### config.mk
export PLATFORM = sky130hd
export DESIGN_NAME = arbitro_somador
export DESIGN_NICKNAME = d
export VERILOG_FILES = /design/src/rtl/arbitro_somador.sv
export SDC_FILE = /design/constraint.sdc
export NUM_CORES = 1
export LEC_CHECK = 0
export ABC_CLOCK_PERIOD_IN_PS = 3700
export BUFFER_PORTS_ARGS = -buffer_cell sky130_fd_sc_hd__buf_2
export CAP_MARGIN = 20
export CORE_ASPECT_RATIO = 1.2
export CORE_MARGIN = 2
export CORE_UTILIZATION = 44
export DETAILED_ROUTE_END_ITERATION = 12
export PLACE_DENSITY = 0.85
export SYNTH_ARGS = -nofsm -noshare
export SYNTH_HDL_FRONTEND = slang
export SYNTH_SLANG_ARGS = --single-unit
### constraint.sdc
create_clock -name clk -period 3.7 [get_ports clk]
set_input_delay 0.185 -clock clk [delete_from_list [all_inputs] [get_ports clk]]
set_output_delay 0.185 -clock clk [all_outputs]
set_load 0.01 [all_outputs]
### src/rtl/arbitro_somador.sv
// arbitro_somador: two requesters share one N-bit adder; the N+1-bit sum lands in a one-entry output register.
// Latency: operands accepted in cycle t give res_valid/res_data at t+1. Backpressure: both readies drop while the register is full and res_ready is low.
// Tie-break: round-robin when ARBITRO_SOMADOR_RR_EN is defined, otherwise requester 0 has fixed priority.

module somador #(
    parameter int N = 64
) (
    input  logic [N-1:0] a,
    input  logic [N-1:0] b,
    output logic [N:0]   res
);
    assign res = {1'b0, a} + {1'b0, b};
endmodule

module arbitro_somador #(
    parameter int N = 64
) (
    input  logic         clk,
    input  logic         reset,
    input  logic         req0_valid,
    input  logic [N-1:0] req0_a,
    input  logic [N-1:0] req0_b,
    output logic         req0_ready,
    input  logic         req1_valid,
    input  logic [N-1:0] req1_a,
    input  logic [N-1:0] req1_b,
    output logic         req1_ready,
    output logic         res_valid,
    output logic [N:0]   res_data,
    output logic         res_id,
    input  logic         res_ready
);

    logic         accept;
    logic         grant0;
    logic         grant1;
    logic         xfer0;
    logic         xfer1;
    logic [N-1:0] op_a;
    logic [N-1:0] op_b;
    logic [N:0]   sum;

`ifdef ARBITRO_SOMADOR_RR_EN
    // Index of the requester that won the most recent transfer.
    logic last;
`endif

    assign accept = !res_valid || res_ready;

    always_comb begin
        grant0 = 1'b0;
        grant1 = 1'b0;
        if (req0_valid && req1_valid) begin
`ifdef ARBITRO_SOMADOR_RR_EN
            grant0 = last;
            grant1 = !last;
`else
            grant0 = 1'b1;
`endif
        end else begin
            grant0 = req0_valid;
            grant1 = req1_valid;
        end
    end

    // Readies stay low during reset so nothing is accepted into a register being cleared.
    assign req0_ready = grant0 && accept && !reset;
    assign req1_ready = grant1 && accept && !reset;
    assign xfer0      = req0_valid && req0_ready;
    assign xfer1      = req1_valid && req1_ready;

    always_comb begin
        op_a = '0;
        op_b = '0;
        if (xfer0) begin
            op_a = req0_a;
            op_b = req0_b;
        end else if (xfer1) begin
            op_a = req1_a;
            op_b = req1_b;
        end
    end

    somador #(.N(N)) u_somador (
        .a   (op_a),
        .b   (op_b),
        .res (sum)
    );

    always_ff @(posedge clk) begin
        if (reset) begin
            res_valid <= 1'b0;
            res_data  <= '0;
            res_id    <= 1'b0;
`ifdef ARBITRO_SOMADOR_RR_EN
            last      <= 1'b1;
`endif
        end else if (xfer0 || xfer1) begin
            res_valid <= 1'b1;
            res_data  <= sum;
            res_id    <= xfer1;
`ifdef ARBITRO_SOMADOR_RR_EN
            last      <= xfer1;
`endif
        end else if (res_ready) begin
            res_valid <= 1'b0;
        end
    end

endmodule

==> results of run 1 <==
[what timing repair did]
item,CTS,global route
pin swaps,0,6
hold buffers,0,0
setup endpoints to repair,2,39
resized for setup,2,36
buffers inserted,0,5
hold endpoints to repair,0,0
gates cloned,0,1
[final cells by class]
type,count,area share
multi-input cells,821,0.5696
clock buffers,11,0.02394
well taps,212,0.02616
clock inverters,2,0.001481
flip-flops and latches,67,0.1324
repair buffers,423,0.2397
inverters,18,0.006663
[state kept, by name, indices dropped and copies added (netlist names)]
register / cells
res_id: 1
res_valid: 1
res_data: 65
[power by group through the flow]
| stage | Sequential, mW | Combinational [mW] | Clock [mW] |
|---|---|---|---|
| CTS | 0.822 | 1.07 | 0.805 |
| global route | 0.830 | 1.20 | 0.833 |
| floorplan | 0.863 | 0.598 | 0 |
| finish | 0.823 | 1.10 | 0.801 |
| global placement | 0.835 | 1.05 | 0 |
| detailed placement | 0.837 | 1.06 | 0 |
[critical path, stage by stage (launching register included)]
cell and delay, ps:
dfxtp_2 350, nand2b_4 70, and3_4 220, buf_4 180
a22o_1 250, ha_1 400, nand2_1 120, o21ai_1 170
nand3_1 120, a21oi_1 220, o221ai_1 210, a21oi_2 230
o21ai_1 80, buf_4 160, a31o_2 240, a21o_1 180
a32o_1 240
[path summary, 6_finish.rpt]
check / end / cells past startpoint
hold reg to reg: res_data[61] / 2
setup reg to reg: res_data[55] / 16
hold / removal: res_id / 2
setup / recovery: res_data[55] / 16
[cell usage in the layout, fill, tap and decap left out, types with 3 or more instances in the layout]
cell type | synthesis | routed
buf_4 | 4 | 88
ha_2 | 0 | 8
xor2_1 | 23 | 23
a221o_1 | 3 | 3
o31ai_2 | 2 | 3
ha_1 | 64 | 55
buf_12 | 0 | 3
a21oi_1 | 110 | 103
nor3_2 | 0 | 5
a21oi_2 | 0 | 5
nor3b_1 | 4 | 3
dfxtp_1 | 67 | 66
nand2b_1 | 7 | 6
a22o_1 | 128 | 128
nor3_1 | 17 | 12
o21a_1 | 4 | 4
nand3_1 | 30 | 30
nand2_1 | 122 | 121
clkbuf_16 | 0 | 10
o21ai_0 | 29 | 27
and2_1 | 3 | 3
nor2_1 | 45 | 43
o31ai_1 | 5 | 3
or2_2 | 3 | 3
and3_1 | 6 | 5
and4_1 | 4 | 3
o21bai_1 | 15 | 15
a211oi_1 | 11 | 10
nand4_1 | 27 | 27
xnor2_1 | 34 | 34
o21ai_1 | 35 | 35
inv_1 | 18 | 18
o211ai_1 | 3 | 3
a31oi_1 | 8 | 7
a21o_1 | 35 | 35
nor2b_1 | 8 | 8
buf_2 | 15 | 329
[through the flow]
stage / instance area [um2] / util / setup TNS, ps / setup slack, ps
4_1_cts: 9925 / 0.6099 / 0 / 4.873
3_3_place_gp: 9647 / 0.5928 / -15.17 / -15.17
5_1_grt: 10140 / 0.6232 / -50.61 / -19.04
3_5_place_dp: 9647 / 0.5928 / -81.96 / -72.16
2_1_floorplan: 7375 / - / 0 / 0.01088
6_report: 10140 / 0.6232 / 0 / 149.3
[per-layer routing]
| layer | GRT usage | part of all wire |
|---|---|---|
| met5 | 0 | 0 |
| met4 | 0.1069 | 0.030 |
| met3 | 0.04350 | 0.057 |
| met2 | 0.5304 | 0.52 |
| met1 | 0.3090 | 0.39 |
[logic make-up (layout without fill, tap and decap cells)]
group | after synthesis | count (layout) | synth area share
adder cells (fa/ha/maj) | 65 | 65 | 0.1119
buffers and inverters | 101 | 454 | 0.05870
XOR/XNOR | 57 | 57 | 0.06809
flip-flops | 67 | 67 | 0.1829
multiplexers | 2 | 2 | 0.002730
AND/OR/NAND/NOR | 286 | 286 | 0.1857
AO/OA/AOI/OAI | 411 | 411 | 0.3899
==> flow_summary.toml, run 1 <==
[pwr]
peakVddDrop_uv = 190.5
clockPowerShare = 0.294
p_per_area_nw_per_um2 = 268.7
intPower_mw = 1.758
swShare = 0.3550
seqPwrFrac = 0.302
power.leakage_nw = 4.995
pwr-share-comb = 0.404
p_total_mw = 2.725
netSwitchingPower_uw = 967.3

[finish]
num-nets-final = 1666
drive_above_1_share = 0.3644
instances_no_fill = 1554
diodes = 0
seq_area_um2 = 1343
area_growth_pct = 38.31
multiInputGateArea_um2 = 5777
nFillCells = 1487

[clocking]
clk_pin_slew_ps = 60
cts.sinks = 67
cts-htree-levels = 3
cts_tree = "built"
clockRootBuffer = "clkbuf_16"
cts_buffers = 9
cts.path.max_buffers = 2
clk_latency_ps = 340

[synthesis]
yosysTopAreaCellShare = 0.1829
netlist_area_um2 = 7332
syn_inst = 989
synthTopCellsByCount = "a22o_1, nand2_1, a21oi_1, dfxtp_1, ha_1"
syn-num-nets = 1315
synth.most_common_cell = "a22o_1"
yosys-top-cells-area = "dfxtp_1, a22o_1, ha_1"
yosys.area.top_type = "dfxtp_1"
synth.distinct_cells = 65
synth_seq_cells = 67
async_flop_share = 0
synth-edff-count = 0
syn-mean-instance-area_um2 = 7.414
synth_warnings = 0
ys_seq_area_frac = 0.1829
synth_flop_cell = "dfxtp_1"

[timing]
period_minus_slack_ps = 3551
fmax_mhz = 281.6
worst_pin_slew_ps = 1027
fin_worst_hold_slack_ps = 82.52
slew_headroom = 0.3130
drv_slew = 0
finalSetupViolations = 0
post-route-period-util = 0.9597
finalHoldViolations = 0
worst_clock_skew_ps = 8.480

[place]
io_buffers = 329
dp_hpwl_um = 20810
gp_congestion = 0.9570
placed_cells = 1535

[grt]
grt_max_degree = 60
antenna_found_initial = 0
grt_overflow_total = 0
grt_use_total = 0.2811
grt_pass1_wl_um = 40620
grt_pass1_vias = 8608

[route]
ant_nets = 0
vias = 8942
drcViolationCount = 0
drt-wirelength-per-cell_um = 17.10
firstDrtPassIters = 5
first_iter_violations = 518
routed_wl_um = 26570
viasPerCell = 5.754

[die]
die_h_um = 145.4
pin_count = 330
die_w_um = 121.8
start_util = 0.4506
core.rowCount = 51
dieArea_um2 = 17720
core_area_um2 = 16270

[critical_path]
crit_path_end_kind = "register"
required_ps = 3930
setup.worst_path.start_class = "register"
critPathKind = "register to register"
r2r_setup_slack_ps = 150
arrival_ps = 3780
startpoint = "res_valid"
cp_max_fo = 12
r2r-start = "res_valid"

[run]
max-cap-violations = 0

[worst_hold_path]
hold_start = "req0_valid"
hp-class = "primary input to register"

[run_status]
status = "finished, final reports clean"
No activity file was read; power rests on OpenSTA's default activity.
==> run 2, diff against run 1 <==
--- a/config.mk
+++ b/config.mk
@@ -9,7 +9,7 @@
 export BUFFER_PORTS_ARGS = -buffer_cell sky130_fd_sc_hd__buf_2
 export CAP_MARGIN = 20
 export CORE_ASPECT_RATIO = 1.2
-export CORE_MARGIN = 2
+export CORE_MARGIN = 3
 export CORE_UTILIZATION = 44
 export DETAILED_ROUTE_END_ITERATION = 12
 export PLACE_DENSITY = 0.85
==> flow_summary.toml, run 2 (synthesis results as in run 1) <==
[route]
firstDrtPassIters = 6
routed_wl_um = 29370
ant_nets = 0
vias = 9411
viasPerCell = 5.860
drt-wirelength-per-cell_um = 18.29
first_iter_violations = 643
drcViolationCount = 0

[die]
die_w_um = 123.8
core_area_um2 = 16270
dieArea_um2 = 18260
start_util = 0.4506
core.rowCount = 51
die_h_um = 147.4
pin_count = 330

[run]
max-cap-violations = 0

[timing]
finalSetupViolations = 0
fmax_mhz = 272.4
layout_setup_ws_ps = 28.75
worst_pin_slew_ps = 998.0
worst_clock_skew_ps = 4.707
fin_worst_hold_slack_ps = 101.4
period_minus_slack_ps = 3671
post-route-period-util = 0.9922
slew_headroom = 0.3322
finalHoldViolations = 0
rsz0062_at_grt = "yes"
drv_slew = 0

[critical_path]
cp_max_fo = 6
critPathKind = "register to register"
crit_chain = "nand2b_1, and3_4, buf_4, a22o_1, ha_2, fa_2, a21oi_4, o221ai_2, a21oi_2, buf_4, nand2_2, buf_4, a21o_1, a21o_1, nand3_1, nand2_1, xnor2_1, a211oi_1"
arrival_ps = 3940
r2r-start = "res_valid"
slowest_delay_ps = 400
cp_common_cell = "buf_4"
setup.worst_path.start_class = "register"
crit_path_end_kind = "register"
worst-r2r-cell-count = 18
required_ps = 3960
cp_slowest_cell = "fa_2"
r2r_setup_slack_ps = 30
r2r-end = "res_data[16]"

[pwr]
pwr-share-comb = 0.393
power.leakage_nw = 5.326
clockPowerShare = 0.336
p_total_mw = 3.039
peakVddDrop_uv = 206.1
netSwitchingPower_mw = 1.035
swShare = 0.3404
seqPwrFrac = 0.271
intPower_mw = 2.005
p_per_area_nw_per_um2 = 282.4

[clocking]
cts_buffers = 9
cts_hold_buf = 0
cts_tree = "built"
cts.path.max_buffers = 2
cts.sinks = 67
cts-htree-levels = 3
clk_latency_ps = 350
clk_pin_slew_ps = 60
clockRootBuffer = "clkbuf_16"

[finish]
final_cell_area_um2 = 10760
mostFrequentLayoutCell = "buf_2"
diodes = 0
max_flop_register = "res_data"
final_cell_mix = "buf_2, buf_4, a22o_1, nand2_1, a21oi_1"
drive_above_1_share = 0.3981
largest_registers = "res_data (65), res_id (1), res_valid (1)"
num-nets-final = 1715
nFillCells = 1404
largest_reg_flops = 65
area_growth_pct = 46.79
fin_util = 0.6614

[run_status]
status = "finished, final reports clean"

[grt]
grt_overflow_total = 0
antenna_found_initial = 1
grt_pass1_wl_um = 41650
grt_max_degree = 61
grt_pass1_vias = 8872
grt_use_total = 0.2807

[place]
dp_hpwl_um = 21740
dpl-instance-area_um2 = 9962
io_buffers = 329
gp_congestion = 0.9230
place_ws_ps = -290.7

[worst_hold_path]
hp-class = "primary input to register"
hold_start = "req0_valid"
whs_path_depth = 2
holdPathEnd = "res_id"
## run 2: metal layers
| metal | GRT usage | part of all wire |
|---|---|---|
| met2 | 0.5234 | 0.52 |
| met4 | 0.1097 | 0.044 |
| met3 | 0.05205 | 0.071 |
| met1 | 0.3063 | 0.36 |
| met5 | 0 | 0.00044 |
## run 2: worst max-delay path, delay by kind of cell (launching register included)
| family | cells | cell delay [ps] |
|---|---|---|
| compound gates | 7 | 1320 |
| xor+xnor | 1 | 140 |
| fa+ha+maj | 2 | 610 |
| buf+inv | 3 | 510 |
| flops | 1 | 360 |
| simple gates | 5 | 650 |
## run 2: worst max path at each step
| stage | depth (start not counted) | start | endpoint | slack, ps |
|---|---|---|---|---|
| after floorplan | 18 | res_valid | res_data[61] | 0.01 |
| after global placement | 18 | res_ready | res_data[62] | -170 |
| after detailed placement | 17 | res_valid | res_data[62] | -290 |
| after CTS | 16 | res_valid | res_data[63] | 6 |
| after global routing | 18 | res_valid | res_data[16] | -110 |
| final | 18 | res_valid | res_data[16] | 30 |
## run 2: metrics by stage
stage / setup TNS (ps) / std cells
after floorplan: 0 / 989
after global placement: -425.8 / 1577
after detailed placement: -1090 / 1577
after CTS: 0 / 1596
after global routing: -1209 / 1606
final: 0 / 1606
## run 2: area by class of cell
class,instances,area (um2),area share
Sequential cell,67,1341,0.1246
Multi-Input combinational cell,821,5883,0.5466
Inverter,18,67.56,0.006278
Clock buffer,9,225.2,0.02093
Timing Repair Buffer,472,2864,0.2661
Tap cell,212,265.3,0.02465
Clock inverter,7,116.4,0.01081
## run 2: power by group through the flow
stage / Combinational [mW] / Sequential, mW / Clock [mW]
2_1_floorplan: 0.598 / 0.863 / 0
5_1_grt: 1.29 / 0.830 / 1.05
3_3_place_gp: 1.09 / 0.835 / 0
3_5_place_dp: 1.11 / 0.838 / 0
4_1_cts: 1.12 / 0.823 / 1.02
6_report: 1.19 / 0.824 / 1.02
## run 2: what timing repair did
action,CTS,global route
pin swaps,3,23
resized for setup,4,61
endpoints found under the setup margin,24,42
cloned,0,5
buffers inserted,3,5
